### config.mk
export PLATFORM = sky130hd
export DESIGN_NAME = gt_rx_link_ctrl
export DESIGN_NICKNAME = d
export VERILOG_FILES = /design/src/rtl/gt_rx_link_ctrl.sv
export SDC_FILE = /design/constraint.sdc
export NUM_CORES = 1
export LEC_CHECK = 0
export BUFFER_PORTS_ARGS = -buffer_cell sky130_fd_sc_hd__buf_2
export CAP_MARGIN = 25
export CORE_UTILIZATION = 45
export CTS_BUF_LIST = sky130_fd_sc_hd__clkbuf_8 sky130_fd_sc_hd__clkbuf_16
export CTS_CLUSTER_DIAMETER = 120
export DETAILED_ROUTE_END_ITERATION = 16
export PLACE_DENSITY_LB_ADDON = 0.08
export REMOVE_ABC_BUFFERS = 1
export SLEW_MARGIN = 25
export SYNTH_ARGS = -nofsm -noshare
export SYNTH_HDL_FRONTEND = slang
export SYNTH_SLANG_ARGS = --single-unit
### constraint.sdc
create_clock -name usrclk_i -period 2.59 [get_ports usrclk_i]
set_clock_uncertainty 0.1 [all_clocks]
set_input_delay 0 -clock usrclk_i [delete_from_list [all_inputs] [get_ports usrclk_i]]
set_output_delay 0 -clock usrclk_i [all_outputs]
set_load 0.02 [all_outputs]
### src/rtl/gt_rx_link_ctrl.sv
// GT RX lane sequencer: comma realign, elastic-buffer reset, IDLE-based link confirmation, payload gating.
// Latency: all outputs registered; a payload word appears 1 cycle after it is sampled in UP.
// Backpressure: none; data words are forwarded only while the lane is up, everything else is dropped.
// Optional feature: define GT_RX_LINK_CTRL_CC_MONITOR_EN to add the clock-correction warning timeout.
module gt_rx_link_ctrl #(
  parameter logic [15:0] g_IDLE          = 16'hbc95,
  parameter logic [1:0]  g_IDLE_K        = 2'b10,
  parameter int unsigned g_BLIND_PERIOD  = 10,
  parameter int unsigned g_GOOD_IDLE_CNT = 4,
  parameter int unsigned g_ALIGN_TIMEOUT = 1024,
  parameter int unsigned g_CC_TIMEOUT    = 193,
  parameter int unsigned g_RESET_CYCLES  = 8
) (
  input  logic        usrclk_i,
  input  logic        rst_n_i,
  input  logic        enable_i,
  input  logic [15:0] rx_data_i,
  input  logic [1:0]  rx_k_i,
  input  logic        rx_aligned_i,
  input  logic [2:0]  rx_bufstatus_i,
  output logic        rx_realign_o,
  output logic        rx_bufreset_o,
  output logic        link_up_o,
  output logic [15:0] rx_data_o,
  output logic        rx_data_valid_o,
  output logic [2:0]  state_o,
  output logic [15:0] err_cnt_o
);

  // State encodings are visible on state_o, so they are fixed values.
  localparam logic [2:0] ST_OFF      = 3'd0;
  localparam logic [2:0] ST_ALIGN    = 3'd1;
  localparam logic [2:0] ST_BLIND    = 3'd2;
  localparam logic [2:0] ST_CHECK    = 3'd3;
  localparam logic [2:0] ST_UP       = 3'd4;
  localparam logic [2:0] ST_BUFRESET = 3'd5;

  // One shared per-state counter: ALIGN timeout, BLIND length, BUFRESET pulse
  // width, and in UP the run length of consecutive clock-correction warnings.
  // It is sized for the longest interval any of those may need.
  localparam int unsigned LP_MAX_A   = (g_ALIGN_TIMEOUT > g_BLIND_PERIOD) ? g_ALIGN_TIMEOUT : g_BLIND_PERIOD;
  localparam int unsigned LP_MAX_B   = (g_RESET_CYCLES > g_CC_TIMEOUT) ? g_RESET_CYCLES : g_CC_TIMEOUT;
  localparam int unsigned LP_CNT_MAX = (LP_MAX_A > LP_MAX_B) ? LP_MAX_A : LP_MAX_B;
  localparam int unsigned LP_CNT_W   = $clog2(LP_CNT_MAX + 1);
  localparam int unsigned LP_GOOD_W  = $clog2(g_GOOD_IDLE_CNT + 1);

  // Terminal counts: the counter starts at 0 on state entry, so the last
  // cycle of an N-cycle interval is the one where the counter reads N-1.
  localparam logic [LP_CNT_W-1:0]  LP_ALIGN_LAST = LP_CNT_W'(g_ALIGN_TIMEOUT - 1);
  localparam logic [LP_CNT_W-1:0]  LP_BLIND_LAST = LP_CNT_W'(g_BLIND_PERIOD - 1);
  localparam logic [LP_CNT_W-1:0]  LP_RESET_LAST = LP_CNT_W'(g_RESET_CYCLES - 1);
  localparam logic [LP_GOOD_W-1:0] LP_GOOD_LAST  = LP_GOOD_W'(g_GOOD_IDLE_CNT - 1);

  logic [2:0]           r_state;
  logic [LP_CNT_W-1:0]  r_cnt;
  logic [LP_GOOD_W-1:0] r_good;
  logic [15:0]          r_err;
  logic                 r_realign;
  logic                 r_bufreset;
  logic                 r_link_up;
  logic [15:0]          r_data;
  logic                 r_data_vld;

  logic [2:0] w_state_nxt;
  logic       w_err;
  logic       w_entry;
  logic       w_idle_ok;
  logic       w_k_data;
  logic       w_comma_err;
  logic       w_buf_err;
  logic       w_cc_warn;
  logic       w_cc_tmo;
  logic       w_fwd;

  // Word classification. A word carrying the IDLE K pattern but the wrong
  // data is neither a good IDLE nor a comma error; it is simply not counted.
  assign w_idle_ok   = (rx_k_i == g_IDLE_K) && (rx_data_i == g_IDLE);
  assign w_k_data    = (rx_k_i == 2'b00);
  assign w_comma_err = !w_k_data && (rx_k_i != g_IDLE_K);
  assign w_buf_err   = (rx_bufstatus_i == 3'b110) || (rx_bufstatus_i == 3'b101);

`ifdef GT_RX_LINK_CTRL_CC_MONITOR_EN
  localparam logic [LP_CNT_W-1:0] LP_CC_LAST = LP_CNT_W'(g_CC_TIMEOUT - 1);

  // A warning fires on the g_CC_TIMEOUT-th consecutive warning cycle, i.e.
  // when this cycle warns and the run counter already holds g_CC_TIMEOUT-1.
  assign w_cc_warn = (rx_bufstatus_i == 3'b001) || (rx_bufstatus_i == 3'b010);
  assign w_cc_tmo  = w_cc_warn && (r_cnt == LP_CC_LAST);
`else
  // Clock-correction status codes are ignored; the UP counter never moves.
  assign w_cc_warn = 1'b0;
  assign w_cc_tmo  = 1'b0;
`endif

  // Next-state decode; branch order inside each state encodes the exit priority.
  always_comb begin
    w_state_nxt = r_state;
    w_err       = 1'b0;
    case (r_state)
      ST_OFF: begin
        if (enable_i) w_state_nxt = ST_ALIGN;
      end
      ST_ALIGN: begin
        if (!enable_i) begin
          w_state_nxt = ST_OFF;
        end else if (rx_aligned_i) begin
          w_state_nxt = ST_BLIND;
        end else if (r_cnt == LP_ALIGN_LAST) begin
          w_state_nxt = ST_BUFRESET;
          w_err       = 1'b1;
        end
      end
      ST_BLIND: begin
        if (!enable_i) begin
          w_state_nxt = ST_OFF;
        end else if (!rx_aligned_i) begin
          w_state_nxt = ST_ALIGN;
          w_err       = 1'b1;
        end else if (r_cnt == LP_BLIND_LAST) begin
          w_state_nxt = ST_CHECK;
        end
      end
      ST_CHECK: begin
        if (!enable_i) begin
          w_state_nxt = ST_OFF;
        end else if (!rx_aligned_i) begin
          w_state_nxt = ST_ALIGN;
          w_err       = 1'b1;
        end else if (w_buf_err) begin
          w_state_nxt = ST_BUFRESET;
          w_err       = 1'b1;
        end else if (w_comma_err) begin
          w_state_nxt = ST_ALIGN;
          w_err       = 1'b1;
        end else if (w_idle_ok && (r_good == LP_GOOD_LAST)) begin
          w_state_nxt = ST_UP;
        end
      end
      ST_UP: begin
        if (!enable_i) begin
          w_state_nxt = ST_OFF;
        end else if (!rx_aligned_i) begin
          w_state_nxt = ST_ALIGN;
          w_err       = 1'b1;
        end else if (w_buf_err) begin
          w_state_nxt = ST_BUFRESET;
          w_err       = 1'b1;
        end else if (w_comma_err) begin
          w_state_nxt = ST_ALIGN;
          w_err       = 1'b1;
        end else if (w_cc_tmo) begin
          w_state_nxt = ST_BUFRESET;
          w_err       = 1'b1;
        end
      end
      ST_BUFRESET: begin
        if (!enable_i) begin
          w_state_nxt = ST_OFF;
        end else if (r_cnt == LP_RESET_LAST) begin
          w_state_nxt = ST_ALIGN;
        end
      end
      default: begin
        w_state_nxt = ST_OFF;
      end
    endcase
  end

  assign w_entry = (w_state_nxt != r_state);

  // Forward only data words that do not also trigger an exit from UP.
  assign w_fwd = (r_state == ST_UP) && (w_state_nxt == ST_UP) && w_k_data;

  // State register and the control outputs, decoded from the state being entered.
  always_ff @(posedge usrclk_i or negedge rst_n_i) begin
    if (!rst_n_i) begin
      r_state    <= ST_OFF;
      r_realign  <= 1'b0;
      r_bufreset <= 1'b0;
      r_link_up  <= 1'b0;
    end else begin
      r_state    <= w_state_nxt;
      r_realign  <= (w_state_nxt == ST_ALIGN);
      r_bufreset <= (w_state_nxt == ST_BUFRESET);
      r_link_up  <= (w_state_nxt == ST_UP);
    end
  end

  // Per-state counter: cleared on every state entry, otherwise advanced by the state that owns it.
  always_ff @(posedge usrclk_i or negedge rst_n_i) begin
    if (!rst_n_i) begin
      r_cnt <= '0;
    end else if (w_entry) begin
      r_cnt <= '0;
    end else begin
      case (r_state)
        ST_ALIGN, ST_BLIND, ST_BUFRESET: r_cnt <= r_cnt + 1'b1;
        ST_UP:                           r_cnt <= w_cc_warn ? (r_cnt + 1'b1) : '0;
        default:                         r_cnt <= '0;
      endcase
    end
  end

  // Good-IDLE count in CHECK; non-IDLE data words leave it untouched.
  always_ff @(posedge usrclk_i or negedge rst_n_i) begin
    if (!rst_n_i) begin
      r_good <= '0;
    end else if (w_entry) begin
      r_good <= '0;
    end else if ((r_state == ST_CHECK) && w_idle_ok) begin
      r_good <= r_good + 1'b1;
    end
  end

  // Saturating error counter, one step per error-caused transition; cleared only by reset.
  always_ff @(posedge usrclk_i or negedge rst_n_i) begin
    if (!rst_n_i) begin
      r_err <= '0;
    end else if (w_err && (r_err != 16'hFFFF)) begin
      r_err <= r_err + 16'd1;
    end
  end

  // Payload register: the strobe follows each forwarded word, the data holds otherwise.
  always_ff @(posedge usrclk_i or negedge rst_n_i) begin
    if (!rst_n_i) begin
      r_data     <= '0;
      r_data_vld <= 1'b0;
    end else begin
      r_data_vld <= w_fwd;
      if (w_fwd) r_data <= rx_data_i;
    end
  end

  assign rx_realign_o    = r_realign;
  assign rx_bufreset_o   = r_bufreset;
  assign link_up_o       = r_link_up;
  assign rx_data_o       = r_data;
  assign rx_data_valid_o = r_data_vld;
  assign state_o         = r_state;
  assign err_cnt_o       = r_err;

endmodule
Word-level counts from Yosys, hierarchy flattened

Index checks and enable logic that the tools add are counted.

$add $sub $neg: 3
Equality and inequality tests: 19
Muxes and demuxes: 33
Reduce and logical (&&, ||, !) cells: 14

Operator list:

| kind                                                                     | count |
|---|---|
| 3-bit 2-to-1 mux                                                         | 20 |
| 11-bit 2-to-1 mux                                                        | 2 |
| 3-bit equality test (second input constant)                              | 6 |
| 3-bit case mux with 6 select lines                                       | 1 |
| 16-bit by 1-bit adder with 16-bit output (second input constant)         | 1 |
| 16-bit equality test (second input constant)                             | 1 |
| 16-bit != test (second input constant)                                   | 1 |
| 11-bit by 1-bit adder with 11-bit output (second input constant)         | 1 |
| 11-bit by 10-bit equality test with 1-bit output (second input constant) | 1 |
| 11-bit by 3-bit equality test with 1-bit output (second input constant)  | 1 |
| 11-bit by 4-bit equality test with 1-bit output (second input constant)  | 1 |
| 3-bit by 2-bit equality test with 1-bit output (second input constant)   | 3 |
| 1-bit 2-to-1 mux                                                         | 9 |
| 1-bit logical AND                                                        | 7 |
| 3-bit by 1-bit equality test with 1-bit output (second input constant)   | 2 |
| 3-bit by 1-bit adder with 3-bit output (second input constant)           | 1 |
| 3-bit zero test                                                          | 1 |
| 3-bit != test                                                            | 1 |
| 1-bit case mux with 3 select lines                                       | 1 |
| 3-bit OR reduction                                                       | 1 |
| 2-bit equality test (second input constant)                              | 1 |
| 2-bit zero test                                                          | 1 |
| 2-bit != test (second input constant)                                    | 1 |
| 2-bit nonzero test                                                       | 1 |
| other kinds (3)                                                          | 3 |

Flip-flop bits (word level): 53
Input port bits: 25
Output and inout port bits: 39
Word-level logic and storage cells: 78

Depth between registers and ports, before layout

Depth after elaboration: 12
Mapped depth: 10
Mapped depth without buffers: 9

Worst setup path after synthesis

OpenSTA, ideal clock, no wires.

Path type: reg2reg
From: reg r_state[2] (netlist: state_o[2])
To: reg r_data[10] (netlist: rx_data_o[10])
Setup time: 0.127 ns
Data arrival time: 2.220 ns
Data required time: 2.363 ns
Setup slack: 0.143 ns
Cell stages (with the launch flop): 10
Buffers on the path: 3
Period minus slack after synthesis: 2.447 ns
Cell sequence: dfrtp_1 buf_2 inv_1 a2111o_1 a21oi_1 nand3b_2 nor4bb_1 buf_4 buf_6 mux2_1

Word-level cells in the longest chain between the ends: 9
Elaborated cells on any way between the ends: 28
Classes of those cells: 6 x eq/ne; 19 x mux; 3 x reduce/logical

RTL lines:

| element                            | RTL line | text |
|---|---|---|
| start, declared                    | 54       | `logic [2:0] r_state;` |
| start signal, assigned             | 182      | `r_state <= w_state_nxt;` |
| 3-bit 2-to-1 mux                   | 135      | `end else if (w_idle_ok && (r_good == LP_GOOD_LAST)) begin` |
| 3-bit 2-to-1 mux                   | 132      | `end else if (w_comma_err) begin` |
| 3-bit 2-to-1 mux                   | 129      | `end else if (w_buf_err) begin` |
| 3-bit 2-to-1 mux                   | 126      | `end else if (!rx_aligned_i) begin` |
| 3-bit 2-to-1 mux                   | 124      | `if (!enable_i) begin` |
| 3-bit case mux with 6 select lines | 99       | `case (r_state)` |
| 3-bit equality test                | 172      | `assign w_fwd = (r_state == ST_UP) && (w_state_nxt == ST_UP) && w_k_data;` |
| 1-bit logical AND * (2 in a row)   | 172      |  |
| named net w_fwd                    | 73       | `logic w_fwd;` |
| end signal, assigned               | 231      | `if (w_fwd) r_data <= rx_data_i;` |
| end, declared                      | 61       | `logic [15:0] r_data;` |

The timed path passes the listed nets; every way through them passes the cells marked *.
A chain may end at the register's enable or synchronous reset.

Final worst setup path

From: reg r_state[2] (netlist: state_o[2])
To: reg r_data[7] (netlist: rx_data_o[7])

Word-level cells in the longest chain between the ends: 9
Elaborated cells on any way between the ends: 28
Classes of those cells: 6 x eq/ne; 19 x mux; 3 x reduce/logical

RTL lines:

| element                            | RTL line |
|---|---|
| 3-bit 2-to-1 mux                   | 135 |
| 3-bit 2-to-1 mux                   | 132 |
| 3-bit 2-to-1 mux                   | 129 |
| 3-bit 2-to-1 mux                   | 126 |
| 3-bit 2-to-1 mux                   | 124 |
| 3-bit case mux with 6 select lines | 99 |
| 3-bit equality test                | 172 |
| 1-bit logical AND * (2 in a row)   | 172 |

Every way passes the cells marked *; elsewhere a longest branch is shown, timed or not.

==> summary.md <==
| Metric | Value |
|---|---|
| GPL Wtd Cong | `0.7985` |
| CP required | `2.69 ns` |
| Setup WS post-layout | `0.1187 ns` |
| Layout cells sized above 1 | `29.05%` |
| Design area | `0.003601 sq mm` |
| Crit-path max cell delay | `0.52 ns` |
| DP Worst Slack | `0.002967 ns` |
| Clock Latency Late Sink | `0.31 ns` |
| GRT Total Usage | `19.47%` |
| Final Non-Filler Cells | `433` |
| Most frequent cells in the layout | `63 x buf_2, 51 x dfrtp_1, 24 x nand2_1, 19 x dlygate4sd3_1, 18 x xor2_1` |
| Post-synth EDFFs | `0` |
| Final worst path period need | `2.471 ns` |
| Cells after synthesis | `268` |
| Endpoints failing hold | `0` |
| Clock root buffer | `clkbuf_8` |
| Cells on worst reg2reg path | `7` |
| Clock group share of total power | `33.9%` |
| Sw Pwr | `0.0004996 W` |
| Initial drt markers | `70` |
| Final #Nets | `387` |
| Port buffer count | `63` |
| Total gr overflow | `0` |
| DP Area | `0.003267 sq mm` |
| Seq/Total Area, Yosys | `47.01%` |
| Worst-case vdd ir drop | `0.0004304 V` |
| Hold WC Path Type | `in2async` |
| Post-synthesis cell area | `0.002821 sq mm` |
| Top FF cell, synth | `dfrtp_1` |
| Synth warn | `0` |
| Leakage | `1.838 nW` |
| Crit end category | `flop` |
| Layout area overhead | `27.63%` |
| Max Cap Viol | `0` |
| Crit Path Class | `reg2reg` |
| Ys async rst share | `100.0%` |
| Final Setup Violations | `0` |
| Core ar. | `0.005991 sq mm` |
| Most common cell after layout, fill and taps aside | `buf_2` |
| Crit start category | `flop` |
| Chip height | `81.18 um` |
| Final ANT Viol Nets | `0` |
| PwrDens | `489.2 mW/mm^2` |
| Netlist cell types | `49` |
| Worst Path Arrival | `2.57 ns` |
| H-tree levels | `2` |
| Via count | `2300` |
| Seq cells post-synth | `53` |
| Max-slew violations | `0` |
| Slowest cell on the critical path | `dfrtp_1` |
| First-pass GRT wire length | `9687 um` |
| Post-CTS setup buffer count | `0` |
| Part of the power in combinational logic | `15.3%` |
| Max Fclk | `404.6 MHz` |
| Reg-to-Reg Start | `state_o[2]` |
| Clock sinks | `53` |
| Vias in the first global route | `2128` |
| # DRC | `0` |
| Slew headroom | `68.87%` |
| Die width | `81.18 um` |
| Sequential power share | `50.8%` |
| Clk slew on worst S/H paths | `0.11 ns` |
| Reg-to-reg endpoint | `rx_data_o[7]` |
| Placed insts | `406` |
| Worst slew pin tran | `0.4630 ns` |
| Fillers | `519` |
| Ports | `64` |
| Final wirelength | `6045 um` |
| Router iterations before antenna repair | `4` |
| Max FO, Critical Path | `17` |
| Antenna Diode Count | `0` |
| Num CTS Buffers | `5` |
| Unrepaired setup endpoints after global routing | `false` |
| Detailed placer's ending HPWL | `4133 um` |
| Status | `finished, final reports clean` |
| Row cnt | `28` |
| Crit-path cells | `inv_1 > a2111o_1 > a21oi_1 > nand3b_4 > nor4bb_4 > buf_12 > mux2_1` |
| Vias per inst | `5.312` |
| DIE AREA | `0.006590 sq mm` |
| DR WL/cell | `13.96 um` |
| Final hold slack | `0.04467 ns` |
| Initial antenna violation count | `0` |
| R2R setup slack | `0.12 ns` |
| Final worst path period share | `95.42%` |
| Clock buffer depth | `2` |
| CTS tree | `done` |
| Switching Share | `28.36%` |
| Largest net degree at the start of global routing | `35` |
| Internal | `0.001262 W` |
| Syn Area/Cell | `10.53 sq um` |
| Crit path from | `state_o[2]` |
| Initial core utilization | `47.10%` |
repair_timing:
action                                  4_1_cts  5_1_grt
endpoints found under the setup margin        1       24
endpoints found under the hold margin        38        0
cloned                                        0        0
hold buffers                                 19        0
resized for setup                             1        6
cells in the mapped netlist, types with 4 or more instances:
cell,instances,area (sq um)
a211oi_1,4,30.03
a21oi_1,5,25.02
and3_1,5,31.28
buf_2,5,25.02
dfrtp_1,53,1326
ha_1,5,62.56
inv_1,10,37.54
mux2_1,13,146.4
mux2_2,7,78.83
nand2_1,24,90.09
nand3_1,15,75.07
nand4_1,4,25.02
nor2_1,15,56.30
nor3_1,17,85.08
nor4_1,7,43.79
nor4b_1,5,43.79
o21ai_0,5,25.02
xnor2_1,7,61.31
xor2_1,18,157.7
final cells by class:
type / instances / area [sq um] / area share, %
Inverter: 10 / 37.54 / 1.042
Sequential cell: 53 / 1329 / 36.90
Tap cell: 75 / 93.84 / 2.606
Clock inverter: 3 / 47.55 / 1.320
Clock buffer: 5 / 68.82 / 1.911
Timing Repair Buffer: 92 / 593.1 / 16.47
Multi-Input combinational cell: 195 / 1431 / 39.75
metal layers:
| metal | part of all wire, % | vias to the layer above | track usage (%) | wire [um] |
|---|---|---|---|---|
| met5 | 0 | - | 0 | 0 |
| met2 | 46 | 51 | 32.35 | 2787 |
| li1 | - | 1148 | - | - |
| met3 | 4.0 | 10 | 3.933 | 240 |
| met1 | 48 | 1091 | 25.07 | 2903 |
| met4 | 1.9 | 0 | 6.786 | 114 |
power by group through the flow:
stage	registers (W)	clock network, W	logic, W
2_1_floorplan	0.000933	0	0.000105
3_3_place_gp	0.000911	0	0.000246
3_5_place_dp	0.000911	0	0.000245
4_1_cts	0.000895	0.000615	0.000269
5_1_grt	0.000903	0.000640	0.000298
6_report	0.000895	0.000597	0.000269
metrics by stage:
stage	setup TNS, ns	power [W]	utilization (%)
floorplan	-18.79	0.001038	-
global placement	-0.02531	0.001157	54.53
detailed placement	0	0.001156	54.53
CTS	0	0.001779	59.67
global route	0	0.001840	60.11
finish	0	0.001762	60.11
worst max-delay path, delay by kind of cell, from the launching register on:
kind	cells	cell delay (ns)
AO/OA/AOI/OAI	2	0.59
flip-flops	1	0.52
AND/OR/NAND/NOR	2	0.48
buffers and inverters	2	0.34
multiplexers	1	0.33
worst max-delay path by stage:
| stage | end | slack [ns] | cells past startpoint |
|---|---|---|---|
| floorplan | rx_data_o[0] | -1.16 | 6 |
| global placement | r_good[2] | -0.03 | 7 |
| detailed placement | r_good[2] | 0.003 | 7 |
| CTS | r_good[2] | 0.008 | 7 |
| global route | rx_data_o[8] | 0.006 | 7 |
| finish | rx_data_o[7] | 0.12 | 7 |
sequential cells by signal, summed over array words and instances (netlist names):
register / flops
err_cnt_o: 16
link_up_o: 1
r_cnt: 11
r_good: 3
rx_bufreset_o: 1
rx_data_o: 16
rx_data_valid_o: 1
rx_realign_o: 1
state_o: 3
cells by family (layout without fill, tap and decap cells):
group	after synthesis	in the layout	share of synthesized area [%]
and+or+nand+nor	117	117	23.37
DFF	53	53	47.01
AOI/OAI and AO/OA	26	26	7.273
xor gates and xnor gates	25	25	7.761
muxes	22	22	8.692
buffers and inverters	20	110	3.680
adders and majority gates	5	5	2.217
Note: power is estimated with default switching activity, not from simulation.
